[src/rtl/counter_ctrl.sv]
// Command-driven timer sequencer around a WIDTH-bit up-counter.
// Optional prescaler enabled with `define COUNTER_CTRL_PRESCALE_EN.
module counter_ctrl #(
   parameter int WIDTH      = 8,
   parameter int PRESCALE_W = 4
) (
   input  logic                  clk_i,
   input  logic                  reset_ni,
   input  logic                  cmd_valid_i,
   output logic                  cmd_ready_o,
   input  logic [1:0]            cmd_op_i,
   input  logic [WIDTH-1:0]      cmd_data_i,
   input  logic                  periodic_i,
   input  logic                  irq_clr_i,
`ifdef COUNTER_CTRL_PRESCALE_EN
   input  logic [PRESCALE_W-1:0] prescale_i,
`endif
   output logic [WIDTH-1:0]      count_o,
   output logic                  running_o,
   output logic                  match_o,
   output logic                  irq_o
);

   typedef enum logic [1:0] {
      S_IDLE,
      S_RUN,
      S_DONE
   } state_e;

   localparam logic [1:0] OP_LOAD  = 2'b00;
   localparam logic [1:0] OP_START = 2'b01;
   localparam logic [1:0] OP_STOP  = 2'b10;
   localparam logic [1:0] OP_CLEAR = 2'b11;

   state_e           state_q, state_d;
   logic [WIDTH-1:0] count_q, count_d;
   logic [WIDTH-1:0] limit_q, limit_d;
   logic             match_q, match_d;
   logic             irq_q, irq_d;
   logic             accept;
   logic             tick;

`ifdef COUNTER_CTRL_PRESCALE_EN
   logic [PRESCALE_W-1:0] psc_q, psc_d;
   assign tick = (psc_q == prescale_i);
`else
   assign tick = 1'b1;
   if (PRESCALE_W < 1) begin : g_psc_chk
      $error("PRESCALE_W must be positive");
   end
`endif

   assign cmd_ready_o = (state_q != S_DONE);
   assign accept      = cmd_valid_i && cmd_ready_o;

   always_comb begin
      state_d = state_q;
      count_d = count_q;
      limit_d = limit_q;
      match_d = 1'b0;
      irq_d   = irq_q && !irq_clr_i;
`ifdef COUNTER_CTRL_PRESCALE_EN
      psc_d   = psc_q;
`endif
      // An accepted command suppresses any tick in the same cycle.
      if (accept) begin
         unique case (cmd_op_i)
            OP_LOAD: limit_d = cmd_data_i;
            OP_START: begin
               count_d = '0;
               state_d = S_RUN;
`ifdef COUNTER_CTRL_PRESCALE_EN
               psc_d   = '0;
`endif
            end
            OP_STOP: state_d = S_IDLE;
            OP_CLEAR: begin
               count_d = '0;
`ifdef COUNTER_CTRL_PRESCALE_EN
               psc_d   = '0;
`endif
            end
            default: ;
         endcase
      end else begin
         unique case (state_q)
            S_RUN: begin
`ifdef COUNTER_CTRL_PRESCALE_EN
               psc_d = tick ? '0 : psc_q + PRESCALE_W'(1);
`endif
               if (tick) begin
                  if (count_q != limit_q) begin
                     count_d = count_q + WIDTH'(1);
                  end else begin
                     match_d = 1'b1;
                     irq_d   = 1'b1;
                     if (periodic_i) begin
                        count_d = '0;
                     end else begin
                        state_d = S_DONE;
                     end
                  end
               end
            end
            S_DONE: state_d = S_IDLE;
            default: ;
         endcase
      end
   end

   always_ff @(posedge clk_i) begin
      if (!reset_ni) begin
         state_q <= S_IDLE;
         count_q <= '0;
         limit_q <= '1;
         match_q <= 1'b0;
         irq_q   <= 1'b0;
`ifdef COUNTER_CTRL_PRESCALE_EN
         psc_q   <= '0;
`endif
      end else begin
         state_q <= state_d;
         count_q <= count_d;
         limit_q <= limit_d;
         match_q <= match_d;
         irq_q   <= irq_d;
`ifdef COUNTER_CTRL_PRESCALE_EN
         psc_q   <= psc_d;
`endif
      end
   end

   assign count_o   = count_q;
   assign running_o = (state_q == S_RUN);
   assign match_o   = match_q;
   assign irq_o     = irq_q;

endmodule

[config.mk]
export PLATFORM = sky130hd
export DESIGN_NAME = counter_ctrl
export DESIGN_NICKNAME = d
export VERILOG_FILES = /design/src/rtl/counter_ctrl.sv
export SDC_FILE = /design/constraint.sdc
export NUM_CORES = 1
export LEC_CHECK = 0
export CAP_MARGIN = 20
export CORE_MARGIN = 2
export CORE_UTILIZATION = 43
export CTS_CLUSTER_SIZE = 28
export DETAILED_ROUTE_END_ITERATION = 6
export PLACE_DENSITY = 0.73
export SLEW_MARGIN = 20
export SYNTH_ARGS = -nofsm -noshare
export SYNTH_HDL_FRONTEND = slang
export SYNTH_SLANG_ARGS = --single-unit
[constraint.sdc]
create_clock -name clk_i -period 1.5 [get_ports clk_i]
set_input_delay 0.375 -clock clk_i [delete_from_list [all_inputs] [get_ports clk_i]]
set_output_delay 0.375 -clock clk_i [all_outputs]
set_load 0.01 [all_outputs]
## Word-level counts from Yosys, hierarchy flattened

Index checks and enable logic that the tools add are counted.

- Register bits after elaboration: 20
- Input bits: 15
- Output and inout port bits: 12
- Logic and storage cells: 45

- $add $sub $neg: 1
- Eq/ne operators: 11
- Multiplexer cells: 14
- Bitwise logic cells: 2
- Reduce and logical (&&, ||, !) cells: 12

Operators with widths:

| operator | number |
|---|---|
| 2-to-1 mux 8 bit | 5 |
| adder 8 x 1 -> 8 bit (second input constant) | 1 |
| != test 8 bit | 1 |
| case mux 2 bit (2 select lines) | 2 |
| == test 2 bit (second input constant) | 3 |
| 2-to-1 mux 2 bit | 3 |
| nonzero test 3 bit | 2 |
| == test 2 x 1 -> 1 bit (second input constant) | 2 |
| 2-to-1 mux 1 bit | 4 |
| != test 2 bit (second input constant) | 2 |
| AND reduction 4 bit | 1 |
| != test 3 x 1 -> 1 bit (second input constant) | 1 |
| != test 3 x 2 -> 1 bit (second input constant) | 1 |
| != test 3 bit (second input constant) | 1 |
| AND reduction 3 bit | 1 |
| OR reduction 3 bit | 1 |
| logical AND 1 bit | 2 |
| zero test 2 bit | 1 |
| NOT 1 bit | 2 |
| AND reduction 2 bit | 1 |
| nonzero test 2 bit | 1 |
| OR reduction 2 bit | 1 |
| zero test 1 bit | 1 |

## Depth between registers and ports, before layout

- Word-level depth: 5
- Gate-level depth with buffers: 7
- Depth with buffers taken out: 5

## Worst setup path before layout

No wires, ideal clock.

- Path kind: flip-flop to flip-flop
- Start: register count_q[4], in the netlist count_o[4]
- End: register state_q[0]
- Library setup time: 0.119 ns
- Data arrival time: 1.587 ns
- Required time: 1.381 ns
- Slack: -0.206 ns
- Stages on the path, launching flop included: 6
- Path buffers: 0
- Clock period less this slack: 1.706 ns
- Cell sequence: dfxtp_1 -> xor2_1 -> nor4_4 -> nand2_2 -> or3_1 -> o221a_1

- Cells in the longest elaborated chain, start to end: 3

Ends and longest elaborated chain:

| what | RTL line | text |
|---|---|---|
| from (decl) | 36 | `logic [WIDTH-1:0] count_q, count_d;` |
| from (signal assigned) | 123 | `count_q <= count_d;` |
| != test 8 bit | 92 | `if (count_q != limit_q) begin` |
| != test 3 bit (no line) | - |  |
| AND reduction 4 bit (no line) | - |  |
| to (signal assigned) | 122 | `state_q <= state_d;` |
| to (decl) | 35 | `state_e state_q, state_d;` |

Every way passes these cells.
A chain may end at the register's enable or synchronous reset.

## Worst setup path after layout

- Start: register limit_q[2]
- End: register state_q[0]

- Cells in the longest elaborated chain, start to end: 3

Ends and longest elaborated chain:

| what | RTL line | text |
|---|---|---|
| from (decl) | 37 | `logic [WIDTH-1:0] limit_q, limit_d;` |
| from (signal assigned) | 124 | `limit_q <= limit_d;` |
| != test 8 bit | 92 |  |
| != test 3 bit (no line) | - |  |
| AND reduction 4 bit (no line) | - |  |

Every way passes these cells.

==> results_dict.tcl <==
set metrics [dict create \
    fin_ws_ns -0.204 \
    fin_area_um2 1770 \
    hp-class "flip-flop to flip-flop" \
    finalCritPeriodShare_pct 114 \
    final_common_cell "nand2_1" \
    power_w 0.00103 \
    h-tree-depth 1 \
    yosysWarnings 0 \
    die-area_um2 2960 \
    start_kind "flip-flop" \
    max_freq_mhz 587 \
    cts_buffers 3 \
    period_needed_ns 1.70 \
    drtIter0Drc 23 \
    critical_path_required_ns 1.71 \
    slew_violations 0 \
    syn2layout_area_growth_pct 62.0 \
    grt_max_degree 12 \
    relSlewSlack_pct 76.2 \
    violations "setup timing" \
    syn_area_um2 1090 \
    endpoint_kind "flip-flop" \
    p_per_area_nw_per_um2 579 \
    dpl-instance-area_um2 1590 \
    p_leak_nw 0.741 \
    syn_inst 134 \
    drv_cap 0 \
    die_x_um 54.4 \
    grt_pass1_vias 1070 \
    insertion_delay_ns 0.30 \
    crit_arrival_ns 1.91 \
    fill_cells 189 \
    drive_above_1_share_pct 37.5 \
    ys_seq_area_share_pct 36.6 \
    coreArea_um2 2430 \
    finalHoldViolCount 0 \
    ys_types 32 \
    avgViaCountPerCell 5.19 \
    dp_hpwl_um 2060 \
    clockBufferDepth 2 \
    port_buffers 26 \
    syn_nets 150 \
    cts_tree "done" \
    ys_ff_latch 20 \
    die_y_um 54.4 \
    cts_root_buf "clkbuf_4" \
    path_max_fanout 3 \
    final_cell_mix "nand2_1 (26), buf_4 (24), clkdlybuf4s50_1 (13)" \
    final_antenna_net_count 0 \
    worst_pin_slew_ns 0.357 \
    rows 18 \
    setup_viol 13 \
    nets 201 \
    first_pass_iters 4 \
    grt.total_usage_pct 21.0 \
    antenna_found_initial 0 \
    skew_ns 0.00540 \
    routedWlPerCell_um 13.1 \
    grt_overflow_total 0 \
    gp_congestion 0.903 \
    initial_utilization_pct 45.0 \
    irDropWorstVdd_mv 0.513 \
    ioPinCount 27 \
    whs_ns 0.501 \
    num_antenna_cells 0 \
    worstSetupPathType "flip-flop to flip-flop" \
    syn_area_per_cell_um2 8.16 \
    clock_sinks 20 \
    drc 0 \
    status "complete, but fails checks" \
    wirelength_um 2800 \
    grt_pass1_wl_um 4650 \
    via_count 1111 \
    grt_setup_unrepaired "true" \
    path_clk_slew_ns 0.12 \
]
==> cell families (layout without fill, tap and decap cells) <==
logic type	count (synthesis)	in the layout	synth area share (%)
AO/OA/AOI/OAI	28	28	18.8
XOR/XNOR	9	9	7.21
adder cells (fa/ha/maj)	1	1	1.14
buffers and inverters	9	59	3.32
flip-flops	20	20	36.6
AND/OR/NAND/NOR	67	67	33.0
==> critical path, cell delays in order (launching register included) <==
cell and delay, ns:
dfxtp_2 0.36, xor2_2 0.18, nor4_4 0.39, nand2_2 0.10, or3_4 0.35, o221a_1 0.24
==> power breakdown <==
part / switching, W / internal, W
Combinational: 0.0000938 / 0.000105
Clock: 0.000173 / 0.0000969
Sequential: 0.0000148 / 0.000543
==> area by class of cell <==
class | count | area [um2] | share of cell area [%]
sequential | 20 | 420 | 23.7
tap | 30 | 37.5 | 2.12
clock inverter | 1 | 3.75 | 0.212
timing repair buffer | 52 | 453 | 25.6
clock buffer | 3 | 22.5 | 1.27
multi-input combinational | 105 | 823 | 46.5
inverter | 3 | 11.3 | 0.636
==> cell usage after synthesis <==
library cell / n / share of area, %
nand2_1: 27 / 9.3
dfxtp_1: 20 / 37
nand3_1: 13 / 5.9
a21oi_1: 9 / 4.1
xor2_1: 9 / 7.2
nor2b_1: 6 / 3.4
o21a_1: 6 / 4.1
a211o_1: 4 / 3.2
and3_1: 4 / 2.3
clkbuf_1: 4 / 1.4
and2_1: 3 / 1.7
inv_1: 3 / 1.0
nand2b_1: 3 / 1.7
buf_2: 2 / 0.92
nor2_1: 2 / 0.69
nor4_4: 2 / 3.9
or3_1: 2 / 1.1
a211o_2: 1 / 0.92
a21boi_1: 1 / 0.69
a22o_1: 1 / 0.80
a32oi_2: 1 / 1.5
ha_1: 1 / 1.1
nand2_2: 1 / 0.57
nand3b_1: 1 / 0.69
nand4_1: 1 / 0.57
nor3_1: 1 / 0.46
nor4_1: 1 / 0.57
o211a_1: 1 / 0.92
o21ai_0: 1 / 0.46
o21ai_1: 1 / 0.46
o221a_1: 1 / 1.0
o22ai_1: 1 / 0.57
==> final timing paths <==
path	slack (ns)	depth (start not counted)	to	startpoint
max reg2reg	-0.20	5	state_q[0]$_SDFFE_PN0P_	limit_q[2]$_SDFFE_PN1P_
min reg2reg	0.50	2	limit_q[2]$_SDFFE_PN1P_	limit_q[2]$_SDFFE_PN1P_
max	-0.20	5	state_q[0]$_SDFFE_PN0P_	limit_q[2]$_SDFFE_PN1P_
min	0.50	2	limit_q[2]$_SDFFE_PN1P_	limit_q[2]$_SDFFE_PN1P_
==> registers in the layout, summed over array words and instances, names as in the netlist <==
name / cells
count_o: 8
irq_o: 1
limit_q: 8
state_q: 2
match_o: 1
==> routing by layer <==
layer  routed length (um)  track usage, %
met1                 1310            29.3
met2                 1370            35.5
met3                  116            2.46
met4                    0            2.92
met5                    0               0
==> stage by stage <==
stage          std cells  util [%]  worst slack, ns  TNS [ns]
6_report             214      72.8           -0.204     -1.34
2_1_floorplan        134         -           -0.176    -0.255
3_3_place_gp         207      65.3           -0.475     -6.53
5_1_grt              214      72.8           -0.232     -1.96
4_1_cts              213      70.3           -0.175    -0.927
3_5_place_dp         207      65.3           -0.527     -7.18
==> repair_timing <==
item | in CTS | in global routing
hold buffers | 0 | 0
pin swaps | 12 | 7
setup buffers | 2 | 2
resized for setup | 36 | 15
endpoints found under the setup margin | 32 | 26
No activity file was read; power rests on OpenSTA's default activity.
